--- config.mk ---
export PLATFORM = sky130hd
export DESIGN_NAME = fixed_point_mac_feeder
export DESIGN_NICKNAME = d
export VERILOG_FILES = /design/src/rtl/fixed_point_pkg.sv /design/src/rtl/fixed_point_pair_fifo.sv /design/src/rtl/fixed_point_mac_feeder.sv
export SDC_FILE = /design/constraint.sdc
export NUM_CORES = 1
export LEC_CHECK = 0
export BUFFER_PORTS_ARGS = -buffer_cell sky130_fd_sc_hd__clkbuf_2
export CORE_MARGIN = 2
export CORE_UTILIZATION = 50
export CTS_CLUSTER_DIAMETER = 80
export DETAILED_ROUTE_END_ITERATION = 6
export GPL_TIMING_DRIVEN = 0
export PLACE_DENSITY_LB_ADDON = 0.12
export SLEW_MARGIN = 20
export SYNTH_ARGS = -nofsm -noshare
export SYNTH_HDL_FRONTEND = slang
export SYNTH_SLANG_ARGS = --single-unit
--- constraint.sdc ---
create_clock -name clk -period 10 [get_ports clk]
set_clock_uncertainty 0.15 [all_clocks]
set_input_delay 1.5 -clock clk [delete_from_list [all_inputs] [get_ports clk]]
set_output_delay 1.5 -clock clk [all_outputs]
set_load 0.01 [all_outputs]
--- src/rtl/fixed_point_pkg.sv ---
// Shared Q16.16 types, constants and the MAC feeder state encoding.
package fixed_point_pkg;

    localparam int DATA_WIDTH    = 32;
    localparam int FRACTION_BITS = 16;

    typedef logic signed [DATA_WIDTH-1:0] q16_16_t;

    typedef enum logic [2:0] {
        ST_IDLE,
        ST_CLEAR,
        ST_RUN,
        ST_DRAIN,
        ST_CAPTURE,
        ST_DONE
    } feeder_state_t;

    localparam q16_16_t Q_ONE  = 32'sh0001_0000;
    localparam q16_16_t Q_HALF = 32'sh0000_8000;

endpackage

--- src/rtl/fixed_point_pair_fifo.sv ---
// Synchronous FIFO of {a,b} operand pairs; no fall-through, pop data is the head entry.
module fixed_point_pair_fifo #(
    parameter int DATA_WIDTH = 32,
    parameter int FIFO_DEPTH = 4
) (
    input  logic                  clk,
    input  logic                  rst,
    input  logic                  push,
    input  logic [DATA_WIDTH-1:0] push_a,
    input  logic [DATA_WIDTH-1:0] push_b,
    input  logic                  pop,
    output logic [DATA_WIDTH-1:0] pop_a,
    output logic [DATA_WIDTH-1:0] pop_b,
    output logic                  full,
    output logic                  empty
);
    import fixed_point_pkg::*;

    localparam int AW = $clog2(FIFO_DEPTH);
    localparam logic [AW:0] PTR_ONE = (AW+1)'(1);

    if (FIFO_DEPTH < 2 || (FIFO_DEPTH & (FIFO_DEPTH - 1)) != 0) begin : g_bad_depth
        $error("FIFO_DEPTH must be a power of 2 and at least 2");
    end

    logic [2*DATA_WIDTH-1:0] mem_q [FIFO_DEPTH];
    logic [2*DATA_WIDTH-1:0] mem_d [FIFO_DEPTH];
    logic [AW:0]             wr_ptr_q, wr_ptr_d;
    logic [AW:0]             rd_ptr_q, rd_ptr_d;
    logic                    push_en;
    logic                    pop_en;

    // The extra pointer bit separates full from empty when the indices match.
    assign full    = (wr_ptr_q[AW] != rd_ptr_q[AW]) && (wr_ptr_q[AW-1:0] == rd_ptr_q[AW-1:0]);
    assign empty   = (wr_ptr_q == rd_ptr_q);
    assign push_en = push && !full;
    assign pop_en  = pop && !empty;
    assign {pop_a, pop_b} = mem_q[rd_ptr_q[AW-1:0]];

    always_comb begin
        mem_d    = mem_q;
        wr_ptr_d = wr_ptr_q;
        rd_ptr_d = rd_ptr_q;
        if (push_en) begin
            mem_d[wr_ptr_q[AW-1:0]] = {push_a, push_b};
            wr_ptr_d = wr_ptr_q + PTR_ONE;
        end
        if (pop_en) begin
            rd_ptr_d = rd_ptr_q + PTR_ONE;
        end
    end

    always_ff @(posedge clk) begin
        if (rst) begin
            wr_ptr_q <= '0;
            rd_ptr_q <= '0;
        end else begin
            wr_ptr_q <= wr_ptr_d;
            rd_ptr_q <= rd_ptr_d;
        end
    end

    always_ff @(posedge clk) begin
        mem_q <= mem_d;
    end

endmodule

--- src/rtl/fixed_point_mac_feeder.sv ---
// Sequencer that clears the MAC, streams vec_len buffered operand pairs into it
// and returns the captured accumulator on a valid/ready result port.
module fixed_point_mac_feeder #(
    parameter int DATA_WIDTH    = 32,
    parameter int FRACTION_BITS = 16,
    parameter int LEN_WIDTH     = 8,
    parameter int FIFO_DEPTH    = 4
) (
    input  logic                  clk,
    input  logic                  rst,
    input  logic                  start,
    input  logic [LEN_WIDTH-1:0]  vec_len,
    output logic                  busy,
    input  logic                  in_valid,
    output logic                  in_ready,
    input  logic [DATA_WIDTH-1:0] in_a,
    input  logic [DATA_WIDTH-1:0] in_b,
    output logic                  mac_clr,
    output logic [DATA_WIDTH-1:0] mac_a,
    output logic [DATA_WIDTH-1:0] mac_b,
    input  logic [DATA_WIDTH-1:0] mac_acc,
    output logic                  res_valid,
    input  logic                  res_ready,
    output logic [DATA_WIDTH-1:0] res_data
);
    import fixed_point_pkg::*;

    localparam logic [LEN_WIDTH-1:0] LEN_ONE = LEN_WIDTH'(1);

    if (FRACTION_BITS >= DATA_WIDTH) begin : g_bad_frac
        $error("FRACTION_BITS must be smaller than DATA_WIDTH");
    end

    feeder_state_t         state_q, state_d;
    logic [LEN_WIDTH-1:0]  len_q, len_d;
    logic [LEN_WIDTH-1:0]  count_q, count_d;
    logic                  mac_clr_q, mac_clr_d;
    logic [DATA_WIDTH-1:0] mac_a_q, mac_a_d;
    logic [DATA_WIDTH-1:0] mac_b_q, mac_b_d;
    logic [DATA_WIDTH-1:0] res_data_q, res_data_d;
    logic                  res_valid_q, res_valid_d;

    logic                  fifo_full;
    logic                  fifo_empty;
    logic                  fifo_pop;
    logic [DATA_WIDTH-1:0] fifo_a;
    logic [DATA_WIDTH-1:0] fifo_b;

    fixed_point_pair_fifo #(
        .DATA_WIDTH (DATA_WIDTH),
        .FIFO_DEPTH (FIFO_DEPTH)
    ) u_fifo (
        .clk    (clk),
        .rst    (rst),
        .push   (in_valid && in_ready),
        .push_a (in_a),
        .push_b (in_b),
        .pop    (fifo_pop),
        .pop_a  (fifo_a),
        .pop_b  (fifo_b),
        .full   (fifo_full),
        .empty  (fifo_empty)
    );

    assign in_ready  = !fifo_full;
    assign busy      = (state_q != ST_IDLE);
    assign mac_clr   = mac_clr_q;
    assign mac_a     = mac_a_q;
    assign mac_b     = mac_b_q;
    assign res_valid = res_valid_q;
    assign res_data  = res_data_q;

    // Operands default to zero so every non-pop cycle feeds the MAC a null product.
    always_comb begin
        state_d     = state_q;
        len_d       = len_q;
        count_d     = count_q;
        mac_clr_d   = 1'b0;
        mac_a_d     = '0;
        mac_b_d     = '0;
        res_data_d  = res_data_q;
        res_valid_d = res_valid_q;
        fifo_pop    = 1'b0;
        case (state_q)
            ST_IDLE: begin
                if (start) begin
                    len_d     = vec_len;
                    count_d   = '0;
                    mac_clr_d = 1'b1;
                    state_d   = ST_CLEAR;
                end
            end
            ST_CLEAR: begin
                state_d = (len_q == '0) ? ST_DRAIN : ST_RUN;
            end
            ST_RUN: begin
                if (!fifo_empty) begin
                    fifo_pop = 1'b1;
                    mac_a_d  = fifo_a;
                    mac_b_d  = fifo_b;
                    count_d  = count_q + LEN_ONE;
                    if (count_q + LEN_ONE == len_q) begin
                        state_d = ST_DRAIN;
                    end
                end
            end
            ST_DRAIN: begin
                state_d = ST_CAPTURE;
            end
            ST_CAPTURE: begin
                res_data_d  = mac_acc;
                res_valid_d = 1'b1;
                state_d     = ST_DONE;
            end
            ST_DONE: begin
                if (res_ready) begin
                    res_valid_d = 1'b0;
                    state_d     = ST_IDLE;
                end
            end
            default: begin
                state_d = ST_IDLE;
            end
        endcase
    end

    // mac_clr resets high so the MAC stays cleared for the whole reset.
    always_ff @(posedge clk) begin
        if (rst) begin
            state_q     <= ST_IDLE;
            len_q       <= '0;
            count_q     <= '0;
            mac_clr_q   <= 1'b1;
            mac_a_q     <= '0;
            mac_b_q     <= '0;
            res_data_q  <= '0;
            res_valid_q <= 1'b0;
        end else begin
            state_q     <= state_d;
            len_q       <= len_d;
            count_q     <= count_d;
            mac_clr_q   <= mac_clr_d;
            mac_a_q     <= mac_a_d;
            mac_b_q     <= mac_b_d;
            res_data_q  <= res_data_d;
            res_valid_q <= res_valid_d;
        end
    end

endmodule

## After elaboration in Yosys (flattened, before gate mapping)

Index checks and enable logic that the tools add are counted.

| storage, ports and cells | value |
|---|---|
| register bits | 379 |
| word-level logic and storage cells | 74 |
| input bits | 109 |

| cells by class | value |
|---|---|
| add/subtract/negate cells | 3 |
| equality and inequality tests | 13 |
| bitwise logic cells | 3 |
| reduce and logical (&&, ||, !) cells | 17 |
| mux-type cells | 21 |
| $lt $le $gt $ge | 3 |

Operators with widths:

| operator | count |
|---|---|
| $bwmux 256 | 1 |
| $mux 64 | 3 |
| $bmux 64 s2 | 1 |
| $demux 64 s2 | 1 |
| $pmux 3 s6 | 1 |
| $mux 8 | 2 |
| $pmux 8 s2 | 1 |
| $mux 3 | 4 |
| $add 8x1->8 const B | 1 |
| $eq 8x8->1 | 1 |
| $logic_not 8->1 | 1 |
| $ne 2x2->1 const B | 4 |
| $add 3x1->3 const B | 2 |
| $eq 3x2->1 const B | 2 |
| $eq 3x3->1 const B | 2 |
| $ge 3x3->1 const B | 2 |
| $mux 1 | 6 |
| $not 2->3 | 2 |
| $logic_and 1x1->1 | 5 |
| $reduce_and 2->1 | 2 |
| $reduce_and 4->1 | 1 |
| $reduce_bool 2->1 | 2 |
| $eq 3x1->1 const B | 1 |
| $eq 3x3->1 | 1 |
| 10 further kinds | 11 |

## Logic depth before layout (Yosys ltp)

| depth | value |
|---|---|
| depth after elaboration | 6 |
| gate-level depth with buffers | 7 |

## Cells and area by module

Synthesis repeated with hierarchy kept, for this count alone.

| second synthesis, totals | value |
|---|---|
| cells, all modules | 822 |
| area total of the unflattened synthesis | 13754.4 um2 |

By module, submodules not included:

| module | cells each | area each (um2) | instances |
|---|---|---|---|
| fixed_point_pair_fifo | 403 | 9768.1 | 1 |
| fixed_point_mac_feeder | 419 | 3986.3 | 1 |

## Worst setup path after synthesis

No wires, ideal clock.

| timing | value |
|---|---|
| kind | input to register |
| start point | input port in_valid |
| end point | register u_fifo.mem_q[0] in the netlist's numbering, enable pin |
| stages on the path | 3 |
| arrival time | 3.465 ns |
| setup slack | 5.954 ns |
| path buffers | 0 |
| library setup time | 0.430 ns |
| path through | inv_1 a31oi_1 and2_1 |

| between the ends | value |
|---|---|
| word-level cells in the longest chain between the ends | 2 |

RTL lines:

| what | line | text |
|---|---|---|
| start, declared | fixed_point_mac_feeder.sv:14 | `input logic in_valid,` |
| $logic_and 1x1->1 | fixed_point_mac_feeder.sv:55 | `.push (in_valid && in_ready),` |
| $logic_and 1x1->1 | fixed_point_pair_fifo.sv:36 | `assign push_en = push && !full;` |
| end signal, assigned | fixed_point_pair_fifo.sv:64 | `mem_q <= mem_d;` |
| end, declared | fixed_point_pair_fifo.sv:26 | `logic [2*DATA_WIDTH-1:0] mem_q [FIFO_DEPTH];` |

Every way passes these cells.
A chain may end at the register's enable or synchronous reset.

## Final worst setup path

| timing | value |
|---|---|
| start point | register u_fifo.wr_ptr_q[0] |
| end point | output port in_ready |

| between the ends | value |
|---|---|
| word-level cells in the longest chain between the ends | 3 |

RTL lines:

| what | line | text |
|---|---|---|
| start, declared | fixed_point_pair_fifo.sv:28 | `logic [AW:0] wr_ptr_q, wr_ptr_d;` |
| start signal, assigned | fixed_point_pair_fifo.sv:58 | `wr_ptr_q <= wr_ptr_d;` |
| $eq 2x2->1 | fixed_point_pair_fifo.sv:34 | `assign full = (wr_ptr_q[AW] != rd_ptr_q[AW]) && (wr_ptr_q[AW-1:0] == rd_ptr_q[AW-1:0]);` |
| $logic_and 1x1->1 | fixed_point_pair_fifo.sv:34 |  |
| $logic_not 1->1 | fixed_point_mac_feeder.sv:65 | `assign in_ready = !fifo_full;` |
| end, declared | fixed_point_mac_feeder.sv:15 | `output logic in_ready,` |

Every way passes these cells.

==> metrics.txt <==
RePlAce Congestion=0.777; multi-input logic area=between 0.003 and 0.004 mm2; Mapped Area=roughly 0.014 mm2; Inserted Clock Buffers=39; drt pass-1 iters=4; worst path cell trace=xnor2_1 > nand3_1 > clkbuf_2; Yosys cell types=between 40 and 50; Synth Flop Type=edfxtp_1; Synth Area per Inst=17.5 um2; Hold WC Path Type=flip-flop to flip-flop; Critical R2R Launch=u_fifo.wr_ptr_q[0]$_SDFFE_PP0P_; Hold Path Sink=res_data[3]$_SDFFE_PP0P_; I/O pins=between 200 and 250; maximum VDD drop=between 0.1 and 0.15 mV; IO buf count=207; share of cells above drive strength 1=39.7%; Total GRT Usage=between 10% and 20%; worst setup margin=6700 ps; asr flop ratio synth=0%; Pwr Density=213 mW/mm2; Max Buffers Root-to-Sink=3; Skew-Pair Late Insertion Delay=520 ps; Synth Register Bits=between 300 and 400; Tmin final=approximately 3300 ps; Final Cell Area=about 0.017 mm2; Worst path max stage delay=~460 ps; type of the worst setup path=flip-flop to output pin; vias in the first global route=~7600; list of most frequent post-synthesis cells=edfxtp_1 (256), dfxtp_1 (123), nand2_1 (87); Detailed Place HPWL=16.3 mm; status=completed; required time of the critical path=between 8000 and 9000 ps; Critical Path AT=between 1500 and 2000 ps; CTS tree=done; Bufs and invs on worst path=1; Synthesized Nets=between 900 and 1000; Worst Setup End Kind=output pin; setup slack, reg-to-reg=~7300 ps; Worst Hold Path Cells=2; Root Driver=clkbuf_16; pre-CTS setup slack=about 6400 ps; hold_buf cts=0; Ys Warns=0; # rows=61; routed len/inst=between 15 and 20 um; Final Hold Vio Count=0; largest net degree at the start of global routing=45; register area share after synthesis=between 70% and 80%; fmax=between 0.3 and 0.4 GHz; initial antenna violation count=1; gr ovfl total=0; Synth top area share=a little under three fifths; die area=~0.029 mm2; CP max-delay cell=xnor2_1; total power=~3.6 mW; Total Neg Setup Slack=0 ps; Routed WL=roughly 26 mm; maxcap violations=0; cell with the most instances after synthesis=edfxtp_1; # resized after CTS=0; Reg area=approximately 0.010 mm2; Post-CTS Setup Bufs=0; # fillers=between 2000 and 2500; # DRC=0; Largest delay share family, worst path=XOR/XNOR gates; die height=roughly 170 um; CORE AREA=around 0.028 mm2; Via density=roughly 5.0; H-Tree Level Count=2; Worst-path clk slew=about 60 ps; Initial Util=around half; Area growth syn-to-layout=20.8%; Critical Path Start Type=flip-flop; leakage=roughly 6.1 nW; EDFF count, synth=256; die width=171 um; cell count after synthesis=just under 800; final worst-path cycle share=between 30% and 40%; R2R Path End=u_fifo.mem_q[56]$_DFFE_PP_; CP Max Fanout=5; post-synth top area cell=edfxtp_1; slew of the pin with the lowest slew margin=870 ps; Nets=1161; Cell Area, Placed=0.0155 mm2; Vias=7314; R2R depth=4; initial DRC count=362; Cells after DPL=~1400; final setup fails=0; Slew headroom=a little over two fifths; antenna viol nets, final=0; dominant cells by area after synthesis=edfxtp_1 (55%), dfxtp_1 (18%), mux4_2 (10%); global-route wire length before repair=between 40 and 50 mm; hold path start=res_data[3]$_SDFFE_PP0P_; max-slew violation count=0; clock sink count=379; Non-Filler Instances=1455; RSZ-0062 raised after global routing=false
-- logic make-up after synthesis --
group,count (synthesis),share of synthesized area [%]
XOR/XNOR,20,1.26
buffers and inverters,45,2.08
AO/OA/AOI/OAI,72,2.85
multiplexers,66,10.5
AND/OR/NAND/NOR,206,9.93
flip-flops,379,72.9
adder cells (fa/ha/maj),6,0.539
-- per-stage QoR --
step / util, % / hold WS [ps]
after global placement: 55.9 / 291
final: 60.9 / 307
after CTS: 60.9 / 308
after detailed placement: 56.2 / 299
after floorplan: - / 309
after global routing: 60.9 / 322
-- worst max-delay path by stage --
| stage | slack, ps | from | end | cells past startpoint |
|---|---|---|---|---|
| 5_1_grt | 6580 | u_fifo.wr_ptr_q[0]$_SDFFE_PP0P_ | in_ready | 3 |
| 2_1_floorplan | 5950 | in_valid | u_fifo.mem_q[0]$_DFFE_PP_ | 3 |
| 6_report | 6700 | u_fifo.wr_ptr_q[0]$_SDFFE_PP0P_ | in_ready | 3 |
| 3_5_place_dp | 6380 | in_valid | u_fifo.mem_q[59]$_DFFE_PP_ | 5 |
| 4_1_cts | 6680 | u_fifo.wr_ptr_q[0]$_SDFFE_PP0P_ | in_ready | 3 |
| 3_3_place_gp | 4400 | in_valid | u_fifo.mem_q[56]$_DFFE_PP_ | 4 |
-- placed cells by master, fill, tap and decap left out, types with 4 or more instances in the layout --
cell type  count
edfxtp_1     256
clkbuf_2     207
dfxtp_1      123
nand2_1       87
mux4_2        64
a21oi_1       50
clkbuf_16     40
nor2b_4       36
clkbuf_1      28
nor2b_2       24
nor2_1        16
xnor2_1       16
o21ai_0       12
buf_12         9
clkinv_2       8
buf_2          7
inv_1          6
ha_1           6
clkbuf_8       6
xor2_1         4
and2_4         4
nor3_1         4
and2_1         4
inv_6          4
-- worst min-delay path, cell delays in order, from the launching register on --
cell	delay (ps)
dfxtp_1	310
nand2_1	50
a21oi_1	50
-- sequential cells by signal (all words and copies together) (netlist names) --
name	flops
len_q	8
state_q	3
count_q	8
res_data	32
mac_a	32
res_valid	1
u_fifo.wr_ptr_q	3
mac_b	32
mac_clr	1
u_fifo.rd_ptr_q	3
u_fifo.mem_q	256
-- power by group --
part           internal, mW  switching [mW]  leakage [nW]
Clock                 0.859           0.572         0.639
Combinational         0.180           0.189          2.09
Sequential             1.76          0.0277          3.34
-- routing by layer --
layer | vias up | part of all wire (%) | global-route usage [%]
met2 | 204 | 50 | 31.5
met3 | 41 | 6.2 | 4.58
met5 | - | 0 | 0
li1 | 3468 | - | -
met4 | 0 | 1.9 | 4.13
met1 | 3601 | 41 | 22.3
-- area by class of cell --
type | count | share of cell area, %
inverters | 6 | 0.134
clock inverters | 20 | 1.14
plain buffers | 39 | 1.59
repair buffers | 211 | 6.67
well taps | 378 | 2.81
multi-input cells | 370 | 20.8
diodes | 1 | 0.0149
clock buffers | 51 | 6.55
flip-flops and latches | 379 | 60.3
Note: power is estimated with default switching activity, not from simulation.
